$ cat src/rtl/uart_pkg.sv
// Shared constants, frame FSM states and baud divisor table for the UART receive path.
package uart_pkg;

    localparam int OVERSAMPLE = 16;
    localparam int MID_SAMPLE = 8;
    localparam int DATA_BITS  = 8;
    localparam int DIV_W      = 14;

    typedef enum logic [2:0] {
        IDLE,
        START,
        DATA,
        PARITY,
        STOP
    } rx_state_e;

    // Tick counter terminal value (counts 0..div) giving 16 ticks per bit at 50 MHz.
    function automatic logic [DIV_W-1:0] baud_div(input logic [2:0] sel);
        case (sel)
            3'd0:    baud_div = 14'd10415;
            3'd1:    baud_div = 14'd2603;
            3'd2:    baud_div = 14'd650;
            3'd3:    baud_div = 14'd325;
            3'd4:    baud_div = 14'd162;
            3'd5:    baud_div = 14'd80;
            3'd6:    baud_div = 14'd53;
            default: baud_div = 14'd26;
        endcase
    endfunction

endpackage

$ cat src/rtl/uart_rx_baud_tick.sv
// 16x oversampling tick generator; restart re-phases the counter to the start edge
// and latches the baud divisor for the whole frame.
module uart_rx_baud_tick
    import uart_pkg::*;
(
    input  logic       clk,
    input  logic       reset,
    input  logic [2:0] baud_select,
    input  logic       restart,
    output logic       sample_tick
);

    logic [DIV_W-1:0] div_q, div_d;
    logic [DIV_W-1:0] cnt_q, cnt_d;

    // NOTE: every _d gets a default before any condition, so no latch can be inferred.
    always_comb begin
        div_d = div_q;
        cnt_d = cnt_q + 1'b1;
        if (restart) begin
            div_d = baud_div(baud_select);
            cnt_d = '0;
        end else if (cnt_q == div_q) begin
            cnt_d = '0;
        end
    end

    assign sample_tick = (cnt_q == div_q) && !restart;

    // NOTE: flops use <= so every register updates from pre-edge values.
    always_ff @(posedge clk) begin
        if (reset) begin
            div_q <= baud_div(3'd0);
            cnt_q <= '0;
        end else begin
            div_q <= div_d;
            cnt_q <= cnt_d;
        end
    end

endmodule

$ cat src/rtl/uart_word_receiver.sv
// UART receive end: recovers 8E1 frames from RxD and pairs them, low byte first,
// into 16-bit words with parity/framing error pulses and a low-byte gap timeout.
module uart_word_receiver
    import uart_pkg::*;
#(
    parameter int GAP_BITS    = 32,
    parameter int SYNC_STAGES = 2
) (
    input  logic        clk,
    input  logic        reset,
    input  logic [2:0]  baud_select,
    input  logic        RX_EN,
    input  logic        RxD,
    output logic [15:0] data,
    output logic        word_valid,
    output logic        Rx_PERROR,
    output logic        Rx_FERROR,
    output logic        busy
);

    localparam int GAP_W = $clog2(GAP_BITS + 1);
    localparam logic [3:0]       TICK_MID  = 4'(MID_SAMPLE - 1);
    localparam logic [3:0]       TICK_LAST = 4'(OVERSAMPLE - 1);
    localparam logic [2:0]       BIT_LAST  = 3'(DATA_BITS - 1);
    localparam logic [GAP_W-1:0] GAP_LIMIT = GAP_W'(GAP_BITS);

    logic [SYNC_STAGES-1:0] sync_q, sync_d;
    logic                   rxd_prev_q, rxd_prev_d;
    logic                   rxd_s, rxd_fall;

    rx_state_e              state_q, state_d;
    logic [3:0]             tick_cnt_q, tick_cnt_d;
    logic [2:0]             bit_cnt_q, bit_cnt_d;
    logic [DATA_BITS-1:0]   shift_q, shift_d;
    logic                   parity_q, parity_d;
    logic                   held_q, held_d;
    logic [DATA_BITS-1:0]   low_q, low_d;
    logic [3:0]             gap_tick_q, gap_tick_d;
    logic [GAP_W-1:0]       gap_bits_q, gap_bits_d;
    logic [15:0]            data_q, data_d;
    logic                   word_valid_q, word_valid_d;
    logic                   perror_q, perror_d;
    logic                   ferror_q, ferror_d;
    logic                   busy_q, busy_d;

    logic                   restart, sample_tick;
    logic                   par_bad, stop_bad;

    uart_rx_baud_tick u_baud_tick (
        .clk         (clk),
        .reset       (reset),
        .baud_select (baud_select),
        .restart     (restart),
        .sample_tick (sample_tick)
    );

    if (SYNC_STAGES > 1) begin : g_sync
        assign sync_d = {sync_q[SYNC_STAGES-2:0], RxD};
    end else begin : g_sync1
        assign sync_d = RxD;
    end

    assign rxd_s      = sync_q[SYNC_STAGES-1];
    assign rxd_prev_d = rxd_s;
    assign rxd_fall   = rxd_prev_q & ~rxd_s;
    assign par_bad    = ^{shift_q, parity_q};
    assign stop_bad   = ~rxd_s;

    always_comb begin
        state_d      = state_q;
        tick_cnt_d   = tick_cnt_q;
        bit_cnt_d    = bit_cnt_q;
        shift_d      = shift_q;
        parity_d     = parity_q;
        held_d       = held_q;
        low_d        = low_q;
        gap_tick_d   = '0;
        gap_bits_d   = '0;
        data_d       = data_q;
        word_valid_d = 1'b0;
        perror_d     = 1'b0;
        ferror_d     = 1'b0;
        restart      = 1'b0;

        if (!RX_EN) begin
            state_d = IDLE;
            held_d  = 1'b0;
        end else begin
            unique case (state_q)
                IDLE: begin
                    if (rxd_fall) begin
                        state_d    = START;
                        restart    = 1'b1;
                        tick_cnt_d = '0;
                    end else if (held_q) begin
                        // Gap timer: whole bit times idle; the held byte is dropped once the count would pass GAP_BITS.
                        gap_tick_d = gap_tick_q;
                        gap_bits_d = gap_bits_q;
                        if (sample_tick) begin
                            gap_tick_d = gap_tick_q + 1'b1;
                            if (gap_tick_q == TICK_LAST) begin
                                if (gap_bits_q == GAP_LIMIT) held_d = 1'b0;
                                else gap_bits_d = gap_bits_q + 1'b1;
                            end
                        end
                    end
                end
                START: begin
                    if (sample_tick) begin
                        if (tick_cnt_q == TICK_MID) begin
                            tick_cnt_d = '0;
                            bit_cnt_d  = '0;
                            state_d    = rxd_s ? IDLE : DATA;
                        end else begin
                            tick_cnt_d = tick_cnt_q + 1'b1;
                        end
                    end
                end
                DATA: begin
                    if (sample_tick) begin
                        tick_cnt_d = tick_cnt_q + 1'b1;
                        if (tick_cnt_q == TICK_LAST) begin
                            shift_d   = {rxd_s, shift_q[DATA_BITS-1:1]};
                            bit_cnt_d = bit_cnt_q + 1'b1;
                            if (bit_cnt_q == BIT_LAST) state_d = PARITY;
                        end
                    end
                end
                PARITY: begin
                    if (sample_tick) begin
                        tick_cnt_d = tick_cnt_q + 1'b1;
                        if (tick_cnt_q == TICK_LAST) begin
                            parity_d = rxd_s;
                            state_d  = STOP;
                        end
                    end
                end
                STOP: begin
                    if (sample_tick) begin
                        tick_cnt_d = tick_cnt_q + 1'b1;
                        if (tick_cnt_q == TICK_LAST) begin
                            state_d  = IDLE;
                            perror_d = par_bad;
                            ferror_d = stop_bad;
                            if (par_bad || stop_bad) begin
                                held_d = 1'b0;
                            end else if (held_q) begin
                                data_d       = {shift_q, low_q};
                                word_valid_d = 1'b1;
                                held_d       = 1'b0;
                            end else begin
                                low_d  = shift_q;
                                held_d = 1'b1;
                            end
                        end
                    end
                end
                default: state_d = IDLE;
            endcase
        end

        busy_d = (state_d != IDLE) || held_d;
    end

    always_ff @(posedge clk) begin
        if (reset) begin
            sync_q       <= '1;
            rxd_prev_q   <= 1'b1;
            state_q      <= IDLE;
            tick_cnt_q   <= '0;
            bit_cnt_q    <= '0;
            shift_q      <= '0;
            parity_q     <= 1'b0;
            held_q       <= 1'b0;
            low_q        <= '0;
            gap_tick_q   <= '0;
            gap_bits_q   <= '0;
            data_q       <= '0;
            word_valid_q <= 1'b0;
            perror_q     <= 1'b0;
            ferror_q     <= 1'b0;
            busy_q       <= 1'b0;
        end else begin
            sync_q       <= sync_d;
            rxd_prev_q   <= rxd_prev_d;
            state_q      <= state_d;
            tick_cnt_q   <= tick_cnt_d;
            bit_cnt_q    <= bit_cnt_d;
            shift_q      <= shift_d;
            parity_q     <= parity_d;
            held_q       <= held_d;
            low_q        <= low_d;
            gap_tick_q   <= gap_tick_d;
            gap_bits_q   <= gap_bits_d;
            data_q       <= data_d;
            word_valid_q <= word_valid_d;
            perror_q     <= perror_d;
            ferror_q     <= ferror_d;
            busy_q       <= busy_d;
        end
    end

    assign data       = data_q;
    assign word_valid = word_valid_q;
    assign Rx_PERROR  = perror_q;
    assign Rx_FERROR  = ferror_q;
    assign busy       = busy_q;

endmodule

$ cat config.mk
export PLATFORM = sky130hd
export DESIGN_NAME = uart_word_receiver
export DESIGN_NICKNAME = d
export VERILOG_FILES = /design/src/rtl/uart_pkg.sv /design/src/rtl/uart_rx_baud_tick.sv /design/src/rtl/uart_word_receiver.sv
export SDC_FILE = /design/constraint.sdc
export NUM_CORES = 1
export LEC_CHECK = 0
export ABC_CLOCK_PERIOD_IN_PS = 3900
export BUFFER_PORTS_ARGS = -buffer_cell sky130_fd_sc_hd__buf_4
export CAP_MARGIN = 5
export CORE_MARGIN = 2
export CORE_UTILIZATION = 50
export DETAILED_ROUTE_END_ITERATION = 8
export PLACE_DENSITY = 0.79
export SLEW_MARGIN = 5
export SYNTH_ARGS = -nofsm -noshare
export SYNTH_HDL_FRONTEND = slang
export SYNTH_HIERARCHICAL = 1
export SYNTH_SLANG_ARGS = --single-unit
$ cat constraint.sdc
create_clock -name clk -period 3.9 [get_ports clk]
set_clock_uncertainty 0.15 [all_clocks]
set_input_delay 0 -clock clk [delete_from_list [all_inputs] [get_ports clk]]
set_output_delay 0 -clock clk [all_outputs]
set_load 0.02 [all_outputs]
==> run_results.csv, run 1 <==
group,metric,value,unit
detailed_routing,finalWirelength,8480,µm
power,power_switching,0.357,mW
layout,finalNonFillerCells,582,
timing,rsz0062_at_grt,"no",
floorplanning,ios,27,
floorplanning,die_x,93.5,µm
timing,worst_hold_slack,0.232,ns
layout,nets,489,
synthesis,ys.flop_type,"dfxtp_1",
clocking,h-tree-depth,3,
power,combinationalPowerShare,0.042,
worst_setup_path,crit_arrival,3.04,ns
worst_setup_path,max_stage_delay,0.58,ns
timing,fmax,337,MHz
layout,drive_gt1_frac,0.125,
global_routing,grt_pass1_vias,3100,
run,maxCapViolations,0,
power,p_leak,1.63,nW
detailed_routing,vias_per_cell,5.60,
clocking,ctsLongestPathBuffers,2,
synthesis,yosysSeqAreaShare,0.435,
synthesis,synth_async_sr_flop_share,0,
power,intPower,1.25,mW
place,dp_hpwl,5740,µm
worst_setup_path,required,3.97,ns
run_status,outcome,"finished, final reports clean",
timing,finalCritPeriodShare,0.761,
synthesis,synthDominantCellAreaShare,0.435,
global_routing,antenna_found_initial,0,
synthesis,synthTopCellsByArea,"dfxtp_1 (43%), xnor2_1 (6.8%), mux2i_1 (5.2%)",
clocking,cts_buffers,9,
layout,diodes,0,
timing,max_slew.worst_pin.slew,1.09,ns
layout,regArea,0.00174,mm²
detailed_routing,first_pass_iters,4,
global_routing,grt.total_usage,0.205,
power,vdd_drop_max,0.000268,V
worst_setup_path,start_kind,"flop",
floorplanning,initial_core_util,0.519,
floorplanning,chipHeight,93.5,µm
layout,finalInstanceArea,0.00452,mm²
timing,finalSetupTns,0,ns
synthesis,synth-edff-count,0,
place,place_area,0.00423,mm²
floorplanning,coreArea,0.00773,mm²
power,p_per_area,356,mW/mm²
global_routing,grt_pass1_wl,14300,µm
detailed_routing,drcViolationCount,0,
timing,post-route-min-period,2.97,ns
clocking,cts_resized,0,
detailed_routing,vias,3259,
synthesis,synth_commonest_cells,"dfxtp_1 (87), nor2_1 (45), nand2_1 (35), a21oi_1 (33), xnor2_1 (31)",
global_routing,grt_overflow_total,0,
worst_setup_path,end_kind,"flop",
timing,hold_violations,0,
floorplanning,dieArea,0.00875,mm²
synthesis,yosysWarnings,6,
power,p_clk_frac,0.397,
worst_setup_path,rrSetupSlack,0.93,ns
synthesis,synth_area,0.00401,mm²
layout,multi_input_area,0.00208,mm²
detailed_routing,drtAntennaViolNets,0,
timing,slew-limit-headroom,0.269,
worst_setup_path,crit_type,"flop to flop",
hold_path,hold_path_startpoint,"RxD",
detailed_routing,dr.first_iter.drc_count,166,
detailed_routing,post_drt_wl_per_cell,14.6,µm
power,seqPwrFrac,0.561,
worst_setup_path,worst-path-buf-inv,1,
synthesis,synthCells,453,
hold_path,hp-class,"input port to flop",
worst_setup_path,startpoint,"state_q[0]",
clocking,clk_pin_slew,0.08,ns
global_routing,grt_max_degree,49,
layout,fillCellCount,679,
worst_setup_path,cpLargestDelayFamily,"simple AND/OR/NAND/NOR gates",
synthesis,synth.most_common_cell,"dfxtp_1",
timing,slew_viol_final,0,
clocking,cts_tree,"built",
synthesis,ys_ff_latch,87,
synthesis,syn-num-nets,467,
worst_setup_path,cp_slowest_cell,"or3_1",
clocking,root_buffer,"clkbuf_8",
layout,syn_to_final_growth,12.9,%
clocking,clock-sinks,87,
clocking,clock_latency,0.35,ns
synthesis,postSynthAreaPerCell,8.85,µm²
synthesis,yosys.cell_types.count,49,
power,switching_share,0.221,
layout,fin_util,0.585,
worst_setup_path,cp_max_fo,17,
synthesis,yosys.area.top_type,"dfxtp_1",
worst_setup_path,crit_chain,"nor2_1, and4b_1, inv_1, and2_1, and4_1, nand4_1, or3_1, o21ai_0, a21oi_1",
floorplanning,rows,32,
worst_setup_path,regToRegStartpoint,"state_q[0]",
place,gp_congestion,0.802,
place,dp_cells,557,
timing,setup_viol,0,
place,io_buffers,26,
==> layer usage <==
layer	vias up	part of all wire	track usage
met5	-	0	0
met4	0	0.021	0.0760
met3	14	0.039	0.0492
met2	78	0.48	0.336
met1	1548	0.46	0.262
li1	1619	-	-
==> worst reg2reg max path, cell delays in order, from the launching register on <==
cell	delay, ns
dfxtp_1	0.49
nor2_1	0.14
and4b_1	0.35
inv_1	0.12
and2_1	0.15
and4_1	0.32
nand4_1	0.17
or3_1	0.58
o21ai_0	0.29
a21oi_1	0.09
==> sequential cells by signal, summed over array words and instances (netlist names) <==
register and cells:
tick_cnt_q 4, low_q 8, gap_bits_q 6, word_valid 1, bit_cnt_q 3, state_q 3, Rx_PERROR 1, sync_q 2
rxd_prev_q 1, held_q 1, parity_q 1, Rx_FERROR 1, shift_q 8, gap_tick_q 4, busy 1, data 16
u_baud_tick/cnt_q 14, u_baud_tick/div_q 12
==> power groups by stage <==
stage | sequential [mW] | combinational, mW | clock, mW
after floorplan | 0.922 | 0.0470 | 0
after global placement | 0.924 | 0.0591 | 0
after detailed placement | 0.924 | 0.0608 | 0
after CTS | 0.903 | 0.0672 | 0.654
after global routing | 0.905 | 0.0749 | 0.689
final | 0.903 | 0.0679 | 0.639
==> final timing paths <==
path | cells past startpoint | to
setup / recovery | 9 | data[6]
hold / removal | 3 | sync_q[0]
setup reg to reg | 9 | data[6]
hold reg to reg | 1 | sync_q[1]
==> final cells by class <==
type,count,area share
tap,102,0.0282
clock buffer,11,0.0335
clock inverter,5,0.0124
sequential,87,0.385
inverter,11,0.00913
timing repair buffer,40,0.0713
multi-input combinational,326,0.460
==> placed cells by master, fill, tap and decap left out, drive strengths merged, types with 5 or more instances in the layout <==
master	netlist	routed
nor2	45	45
nand4	27	27
buf	9	31
dlygate4sd3	0	9
nand3	15	15
inv	10	10
mux2i	21	21
nand2b	5	5
xnor2	33	33
dfxtp	87	87
o21ai	23	23
nor3	19	19
clkbuf	20	11
ha	7	7
xor2	12	12
a21oi	33	33
or2	5	5
nor2b	6	6
nand2	35	35
==> logic make-up after synthesis <==
group	after synthesis	synth area share
mux	22	0.0553
fa+ha+maj	7	0.0219
simple gates	181	0.236
buf+inv	40	0.0456
xor+xnor	46	0.108
flops	87	0.435
compound gates	70	0.0987
==> what timing repair did <==
action	4_1_cts	5_1_grt
hold endpoints to repair	42	0
hold buffers	9	0
setup buffers	0	0
==> metrics by stage <==
stage / setup slack (ns) / power (mW)
after floorplan: 0.978 / 0.969
after global placement: 1.07 / 0.983
after CTS: 0.949 / 1.62
final: 0.932 / 1.61
after detailed placement: 0.974 / 0.985
after global routing: 0.653 / 1.67
Note: power is estimated with default switching activity, not from simulation.
==> inputs of run 2 (changes only) <==
--- a/config.mk
+++ b/config.mk
@@ -5,7 +5,7 @@
 export SDC_FILE = /design/constraint.sdc
 export NUM_CORES = 1
 export LEC_CHECK = 0
-export ABC_CLOCK_PERIOD_IN_PS = 3900
+export ABC_CLOCK_PERIOD_IN_PS = 3000
 export BUFFER_PORTS_ARGS = -buffer_cell sky130_fd_sc_hd__buf_4
 export CAP_MARGIN = 5
 export CORE_MARGIN = 2
==> constraint.sdc (replaced) <==
create_clock -name clk -period 3 [get_ports clk]
set_clock_uncertainty 0.15 [all_clocks]
set_input_delay 0 -clock clk [delete_from_list [all_inputs] [get_ports clk]]
set_output_delay 0 -clock clk [all_outputs]
set_load 0.02 [all_outputs]
==> run 2 against run 1 <==
Effect of this change: flip-flop and latch count is the same; largest cell class unchanged; wire length shrank 1.7%; die area is the same; critical endpoint is now data[5]; first-iteration DRC count shrank 33%; non-clock buffer count grew 5.
==> run_results.csv, run 2 (synthesis results as in run 1) <==
group,metric,value,unit
timing,fmax,366,MHz
power,p_per_area,485,mW/mm²
clocking,cts_tree,"built",
global_routing,grt_util_met2,0.333,
timing,hold_violations,0,
power,p_leak,1.67,nW
worst_setup_path,required,3.07,ns
clocking,cts_buffers,9,
detailed_routing,first_pass_iters,4,
global_routing,grt_max_degree,49,
timing,post-route-min-period,2.73,ns
clocking,clock_latency,0.35,ns
place,place_ws,0.144,ns
place,gp_congestion,0.904,
global_routing,antenna_found_initial,0,
timing,max_slew.worst_pin.slew,1.01,ns
timing,slew-limit-headroom,0.321,
power,power.total,2.23,mW
global_routing,globalRouteMet1Util,0.257,
timing,worst_hold_slack,0.240,ns
clocking,root_buffer,"clkbuf_8",
place,dp_hpwl,5630,µm
global_routing,grt_overflow_total,0,
global_routing,grt_pass1_vias,3110,
hold_path,hp-class,"input port to flop",
layout,diodes,0,
global_routing,met3_usage,0.0371,
place,io_buffers,26,
global_routing,grt.total_usage,0.201,
floorplanning,coreArea,0.00773,mm²
timing,setup_viol,0,
global_routing,grt_pass1_wl,14100,µm
global_routing,busiest_layer,"met2",
detailed_routing,vias_per_cell,5.57,
floorplanning,ios,27,
place,dp_cells,562,
worst_setup_path,crit_arrival,2.80,ns
power,vdd_drop_max,0.000298,V
timing,slew_viol_final,0,
detailed_routing,dr.first_iter.drc_count,112,
floorplanning,chipHeight,93.5,µm
worst_setup_path,crit_type,"flop to flop",
layout,largest_register_ffs,16,
detailed_routing,vias,3264,
timing,finalSetupTns,0,ns
worst_setup_path,cp_max_fo,17,
worst_setup_path,end_kind,"flop",
layout,finalNonFillerCells,586,
layout,layout_common_cells,"dfxtp_1 (87), nor2_1 (45), buf_4 (36)",
layout,syn_to_final_growth,14.7,%
layout,layout_commonest_cell,"dfxtp_1",
worst_setup_path,rrSetupSlack,0.27,ns
clocking,clk_pin_slew,0.09,ns
detailed_routing,finalWirelength,8340,µm
timing,finalCritPeriodShare,0.910,
hold_path,hold_path_depth,3,
floorplanning,rows,32,
clocking,ctsLongestPathBuffers,2,
worst_setup_path,start_kind,"flop",
floorplanning,dieArea,0.00875,mm²
layout,drive_gt1_frac,0.132,
clocking,cts_setup_buffers,0,
detailed_routing,drtAntennaViolNets,0,
timing,rsz0062_at_grt,"no",
run,maxCapViolations,0,
detailed_routing,drcViolationCount,0,
run_status,outcome,"finished, final reports clean",
worst_setup_path,reg2regPathDepth,9,
floorplanning,initial_core_util,0.519,
layout,nets,494,
detailed_routing,post_drt_wl_per_cell,14.2,µm
timing,setup_slack,0.270,ns
clocking,h-tree-depth,3,
clocking,clock-sinks,87,
floorplanning,die_x,93.5,µm
==> run 2: cell types whose count changed in the layout (fill, tap and decap cells not counted) <==
cell | before | now
or3_4 | 1 | 2
clkbuf_1 | 0 | 1
clkinv_2 | 2 | 0
mux2_4 | 0 | 1
or3_1 | 2 | 1
mux2_2 | 1 | 0
bufinv_16 | 1 | 3
inv_6 | 0 | 1
clkbuf_8 | 11 | 9
buf_4 | 31 | 36
clkinv_4 | 1 | 0
==> run 2: where the power goes <==
group | internal, mW | switching, mW | total, mW
clock network | 0.552 | 0.413 | 0.965
logic | 0.0378 | 0.0510 | 0.0889
registers | 1.16 | 0.0102 | 1.17
==> run 2: cell type report <==
class | instances | area (µm²)
Sequential cell | 87 | 1740
Fill cell | 649 | 3130
Tap cell | 102 | 128
Timing Repair Buffer | 45 | 360
Clock buffer | 10 | 128
Clock inverter | 5 | 106
Multi-Input combinational cell | 326 | 2090
Inverter | 11 | 41.3
==> run 2: routing by layer <==
metal  vias to the layer above  wire length (µm)
li1                       1641                 -
met1                      1541              3940
met2                        68              3940
met3                        14               314
met4                         0               142
met5                         -                 0
==> run 2: critical path: stages (launching register included) <==
cell     delay, ns
dfxtp_1       0.42
xnor2_1       0.15
nand4_1       0.19
nor4_4        0.31
and2_1        0.18
and4_1        0.22
nand4_1       0.18
or3_4         0.46
o21ai_0       0.22
a21oi_1       0.10
==> run 2: through the flow <==
| step | cell area (µm²) | utilization |
|---|---|---|
| finish | 4600 | 0.595 |
| global route | 4600 | 0.595 |
| CTS | 4590 | 0.594 |
| detailed placement | 4260 | 0.552 |
| global placement | 4260 | 0.552 |
| floorplan | 4010 | - |
==> run 2: what timing repair did <==
item	4_1_cts	5_1_grt
hold buffers	9	0
gates resized for setup	0	2
setup endpoints to repair	0	20
endpoints found under the hold margin	46	0
==> run 2: final timing paths <==
| kind | startpoint | endpoint |
|---|---|---|
| hold / removal | RxD | sync_q[0] |
| setup reg to reg | u_baud_tick/cnt_q[5] | data[5] |
| setup / recovery | u_baud_tick/cnt_q[5] | data[5] |
| hold reg to reg | sync_q[0] | sync_q[1] |
